==> src/rtl/axis_downsizer.sv <==
// axis_downsizer: AXI-Stream width converter that splits one wide word of
// N*W bits into N narrow beats of W bits. The most-significant slice is sent
// first. Trailing beats beyond in_tkeep are trimmed, and tlast is carried
// onto the final kept beat.
//
// Ports
//   aclk, areset          clock; synchronous active-high reset
//   in_tdata  [N*W-1:0]   wide word; beat k = bits [(N-k)*W-1 : (N-k-1)*W]
//   in_tkeep  [N-1:0]     per-beat keep, contiguous from bit 0
//   in_tlast              wide word closes a packet
//   in_tvalid / in_tready wide-side handshake
//   out_tdata [W-1:0]     current narrow beat
//   out_tlast             beat closes a packet
//   out_tvalid / out_tready narrow-side handshake
module axis_downsizer #(
  parameter int unsigned W = 8,
  parameter int unsigned N = 4
) (
  input  logic           aclk,
  input  logic           areset,
  input  logic [N*W-1:0] in_tdata,
  input  logic [N-1:0]   in_tkeep,
  input  logic           in_tlast,
  input  logic           in_tvalid,
  output logic           in_tready,
  output logic [W-1:0]   out_tdata,
  output logic           out_tlast,
  output logic           out_tvalid,
  input  logic           out_tready
);

  localparam int unsigned IW = (N > 1) ? $clog2(N) : 1;
  localparam int unsigned DW = N * W;

  logic [DW-1:0] buf_data_q, buf_data_d;
  logic          buf_last_q, buf_last_d;
  logic          buf_valid_q, buf_valid_d;
  logic [IW-1:0] idx_q, idx_d;
  logic [IW-1:0] last_idx_q, last_idx_d;

  logic          at_last;
  logic          accept;
  logic [IW:0]   keep_cnt;
  logic [IW-1:0] keep_last_idx;

  // Keep is contiguous from bit 0, so the final kept beat is popcount-1.
  always_comb begin
    keep_cnt = '0;
    for (int k = 0; k < int'(N); k++) begin
      if (in_tkeep[k]) keep_cnt = keep_cnt + (IW+1)'(1);
    end
    keep_last_idx = IW'(keep_cnt - (IW+1)'(1));
  end

  assign at_last   = (idx_q == last_idx_q);
  // The only combinational path from an input to an output.
  assign in_tready = ~buf_valid_q | (out_tready & at_last);
  assign accept    = in_tvalid & in_tready;

  // Outputs are driven from the registers only.
  assign out_tvalid = buf_valid_q;
  assign out_tlast  = buf_valid_q & buf_last_q & at_last;

  always_comb begin
    out_tdata = '0;
    for (int k = 0; k < int'(N); k++) begin
      if (idx_q == IW'(k)) out_tdata = buf_data_q[(int'(N)-1-k)*int'(W) +: W];
    end
  end

  // Next-state: advance the beat, retire the word, then let a capture override both.
  always_comb begin
    buf_data_d  = buf_data_q;
    buf_last_d  = buf_last_q;
    buf_valid_d = buf_valid_q;
    idx_d       = idx_q;
    last_idx_d  = last_idx_q;

    if (buf_valid_q && out_tready) begin
      if (at_last) begin
        buf_valid_d = 1'b0;
        idx_d       = '0;
      end else begin
        idx_d = idx_q + IW'(1);
      end
    end

    if (accept) begin
      buf_data_d  = in_tdata;
      buf_last_d  = in_tlast;
      buf_valid_d = 1'b1;
      idx_d       = '0;
      last_idx_d  = keep_last_idx;
    end
  end

  // Control state; reset wins over any handshake in the same cycle.
  always_ff @(posedge aclk) begin
    if (areset) begin
      buf_valid_q <= 1'b0;
      buf_last_q  <= 1'b0;
      idx_q       <= '0;
      last_idx_q  <= '0;
    end else begin
      buf_valid_q <= buf_valid_d;
      buf_last_q  <= buf_last_d;
      idx_q       <= idx_d;
      last_idx_q  <= last_idx_d;
    end
  end

  // Data buffer is qualified by buf_valid_q and needs no reset.
  always_ff @(posedge aclk) begin
    buf_data_q <= buf_data_d;
  end

  a_idx_in_range : assert property (@(posedge aclk) disable iff (areset)
    buf_valid_q |-> (idx_q <= last_idx_q));

  a_keep0_on_accept : assert property (@(posedge aclk) disable iff (areset)
    (in_tvalid && in_tready) |-> in_tkeep[0]);

  a_stall_stable : assert property (@(posedge aclk) disable iff (areset)
    (out_tvalid && !out_tready) |=>
      (out_tvalid && $stable(out_tdata) && $stable(out_tlast)));

endmodule
==> config.mk <==
export PLATFORM = sky130hd
export DESIGN_NAME = axis_downsizer
export DESIGN_NICKNAME = d
export VERILOG_FILES = /design/src/rtl/axis_downsizer.sv
export SDC_FILE = /design/constraint.sdc
export NUM_CORES = 1
export LEC_CHECK = 0
export BUFFER_PORTS_ARGS = -buffer_cell sky130_fd_sc_hd__buf_2
export CORE_MARGIN = 1
export CORE_UTILIZATION = 53
export DETAILED_ROUTE_END_ITERATION = 10
export PLACE_DENSITY_LB_ADDON = 0.1
export REMOVE_ABC_BUFFERS = 1
export SYNTH_ARGS = -nofsm -noshare
export SYNTH_HDL_FRONTEND = slang
export SYNTH_SLANG_ARGS = --single-unit
==> constraint.sdc <==
create_clock -name aclk -period 2.1 [get_ports aclk]
set_input_delay 0.105 -clock aclk [delete_from_list [all_inputs] [get_ports aclk]]
set_output_delay 0.105 -clock aclk [all_outputs]
set_load 0.02 [all_outputs]
==> summary.md <==
| Metric | Value |
|---|---|
| Status | finished, violations left |
| Failing checks | DRC |
| Num ports | 52 |
| Sw frac | 0.235 |
| # Max-Cap Violations | 0 |
| Largest delay share family, worst path | flip-flops |
| Clk pwr share | 0.330 |
| CP Launch Type | flop |
| Worst EP arrival | 1.85 ns |
| Switch Pwr | 435 uW |
| Post-synth EDFFs | 32 |
| HP Class | primary input to flop |
| Drt total wl | between 3000 and 4000 um |
| Sum of buffers and inverters on the critical path | 2 |
| Non-Filler Instances | 240 |
| Leakage | between 0.9 and 1 nW |
| Crit path time final | 1.95 ns |
| CTS Sinks | 38 |
| Sequential fraction of the synthesis area | 0.664 |
| Cells on worst reg2reg path | 5 |
| Global placement routability congestion | 0.741 |
| Combinational share of power | 0.168 |
| Hold path start | areset |
| Antenna diodes | 0 |
| Slew Viols, Final | 0 |
| Simple-gate area share of the yosys netlist | 0.102 |
| Number of global-route vias before repair | around 1.3k |
| Worst Setup SP | idx_q[1] |
| Drc violations | 2 |
| Die width | 57.4 um |
| Max_slew headroom | 0.624 |
| CP required | 2.00 ns |
| CTS clock-pin slew for the worst setup and hold paths | 0.11 ns |
| FF/Latch Area | about 1100 um2 |
| GRT overflow | 0 |
| Vias | ~1.3k |
| Max Fclk | 513 MHz |
| RSZ-0062 raised after global routing | no |
| Total CTS buffers | 5 |
| Crit Path Category | flop to output port |
| Main combinational cell family by area after synthesis | compound AO/OA/AOI/OAI gates |
| Max stage delay on crit path | 0.39 ns |
| FFs w/ async S/R, synth | 0 |
| Post-synthesis compound-gate area fraction | 0.121 |
| ANT nets after route | 0 |
| PwrDens | 779 nW/um2 |
| Worst hold stages | 2 |
| Sequential power share | 0.501 |
| Starting Density | 0.576 |
| Core area | 2830 um2 |
| Hold violation count in the final report | 0 |
| Slowest cell on crit path | dfxtp_2 |
| Initial detailed-routing violation count | 47 |
| TritonRoute pass-1 iters | 7 |
| R2r startpoint | idx_q[1] |
| CTS tree | yes |
| Placed inst area | 1910 um2 |
| Internal power | 1.41 mW |
| Multi-input combinational cell area | 528 um2 |
| Antenna violations before repair | 0 |
| Port bufs | 51 |
| Synth top area share | 0.590 |
| Layout Nets | 255 |
| Cells after DPL | 199 |
| Largest net degree at the start of global routing | 21 |
| Reg-to-reg slack, setup | 0.59 ns |
| Final Util | 0.839 |
| Clk_skew | 0.00181 ns |
| Primary FF master, synth | edfxtp_1 |
| CP Max Fanout | 10 |
| Root buf cell | clkbuf_4 |
| Cell area after synthesis | about 1600 um2 |
| Filler Cell Count | 152 |
| XOR/XNOR Fraction of Synth Area | 0.0269 |
| Routed len/inst | 15.4 um |
| Num rows | 19 |
| #FFs+latches synth | 38 |
| Synth top area cells | edfxtp_1, dfxtp_1, ha_1, a221oi_1, o31ai_1 |
| Global-route wire length before repair | 5800 um |
| Clk buf depth | 2 |
| Mapped Cells | 120 |
| Fin Hold WS | roughly 0.0063 ns |
| Fin crit share | 0.929 |
| Mux cell area share after synthesis | 0.0123 |
| Crit-path cells | inv_2 -> ha_4 -> nor2b_4 -> a221oi_1 -> o31ai_1 -> buf_2 |
| Fraction of the mapped netlist area in adder cells | 0.0461 |
| Area growth from synthesis to layout | 45.7% |
| Peak VDD IR | 0.556 mV |
| Die Ht | 57.4 um |
| Latest clock arrival within the worst-skew pair | 0.35 ns |
| GRT Overall Usage | 0.255 |
| Hold worst-path end | out_tvalid |
| Yosys warning count | 0 |
| Least-Margin Pin Slew | 0.564 ns |
| R2r endpoint | buf_last_q |
| Mean area per synthesized cell | roughly 14 um2 |
| Post-route setup TNS | 0 ns |
| Layout cells sized above 1 | 0.330 |
| Die footprint | about 3300 um2 |
| H-Tree Depth | 2 |
| Cell taking the most area after synthesis | edfxtp_1 |
| Post-synthesis cell type count | 30 |
| Hpwl dp | 2050 um |
| Final Cell Area | 2370 um2 |
| Final setup viols | 0 |
| DR vias/cell | 5.45 |
| Worst Setup End Kind | output port |
==> what timing repair did <==
item / in CTS / in global routing
pin swaps: 0 / 2
hold endpoints to repair: 33 / 0
endpoints found under the setup margin: 7 / 8
resized for setup: 3 / 7
hold buffers: 33 / 0
buffers inserted: 0 / 0
==> final cells by class <==
class	instances	share of cell area
sequential	38	0.458
inverter	5	0.00791
multi-input combinational	72	0.222
timing repair buffer	86	0.253
tap	31	0.0163
clock buffer	5	0.0158
clock inverter	3	0.0269
==> registers in the layout, indices dropped and copies added (netlist names) <==
register and cells:
buf_data_q 32, buf_last_q 1, idx_q 2, last_idx_q 2, out_tvalid 1
==> through the flow <==
stage | total power, mW | worst slack, ns
floorplan | 1.09 | 0.138
global placement | 1.18 | 0.331
detailed placement | 1.19 | 0.234
CTS | 1.84 | 0.0351
global route | 1.92 | 0.0159
finish | 1.85 | 0.149
==> worst max path at each step <==
stage / endpoint / slack [ns] / depth (start not counted)
2_1_floorplan: buf_last_q / 0.14 / 4
6_report: out_tdata[2] / 0.15 / 6
5_1_grt: out_tdata[2] / 0.02 / 6
3_5_place_dp: out_tdata[4] / 0.23 / 6
3_3_place_gp: out_tdata[1] / 0.33 / 6
4_1_cts: out_tdata[4] / 0.04 / 6
==> placed cells by master (no fill, tap or decap), drive strengths merged <==
master | Yosys | routed
a211oi | 1 | 1
a21o | 1 | 1
a21oi | 5 | 5
a221oi | 7 | 7
a31oi | 1 | 1
a41o | 1 | 1
a41oi | 1 | 1
buf | 3 | 53
bufinv | 0 | 2
clkbuf | 2 | 5
clkinv | 0 | 1
dfxtp | 6 | 6
dlygate4sd3 | 0 | 33
edfxtp | 32 | 32
ha | 6 | 6
inv | 5 | 5
mux2i | 2 | 2
nand2 | 12 | 12
nand2b | 1 | 1
nand3 | 1 | 1
nand3b | 1 | 1
nor2 | 3 | 3
nor2b | 9 | 9
nor3 | 4 | 4
nor3b | 1 | 1
o21a | 1 | 1
o21ai | 2 | 2
o31ai | 7 | 7
xnor2 | 4 | 4
xor2 | 1 | 1
==> power groups by stage <==
stage | clock network [mW] | logic (mW) | registers (mW)
after floorplan | 0 | 0.152 | 0.936
after global placement | 0 | 0.242 | 0.937
after detailed placement | 0 | 0.251 | 0.939
after CTS | 0.614 | 0.301 | 0.923
after global routing | 0.643 | 0.339 | 0.933
final | 0.611 | 0.311 | 0.927
==> cells in the mapped netlist (2+ instances only) <==
cell      number
a221oi_1       7
ha_1           6
nand2_1       12
a21oi_1        5
o21ai_0        2
clkbuf_1       2
xnor2_1        4
nor2_1         3
inv_1          5
o31ai_1        7
mux2i_1        2
nor3_1         4
nor2b_1        8
edfxtp_1      32
dfxtp_1        6
==> worst reg2reg max path: cells and delay by family (launching register included) <==
family	cells	cell delay, ns
muxes	1	0.21
xor gates and xnor gates	1	0.28
AOI/OAI and AO/OA	1	0.24
DFF	1	0.36
buffers and inverters	1	0.27
and+or+nand+nor	1	0.05
==> layer usage <==
layer,GRT usage,wire length [um],vias to the layer above
met4,0.125,72,0
li1,-,-,630
met5,0,0,-
met3,0.0794,215,8
met1,0.283,1390,606
met2,0.442,2010,63
==> kinds of logic (layout without fill, tap and decap cells) <==
kind of cell	after synthesis	count (layout)
flops	38	38
mux	2	2
xor+xnor	5	5
fa+ha+maj	6	6
simple gates	32	32
buf+inv	10	99
compound gates	27	27
Note: power is estimated with default switching activity, not from simulation.
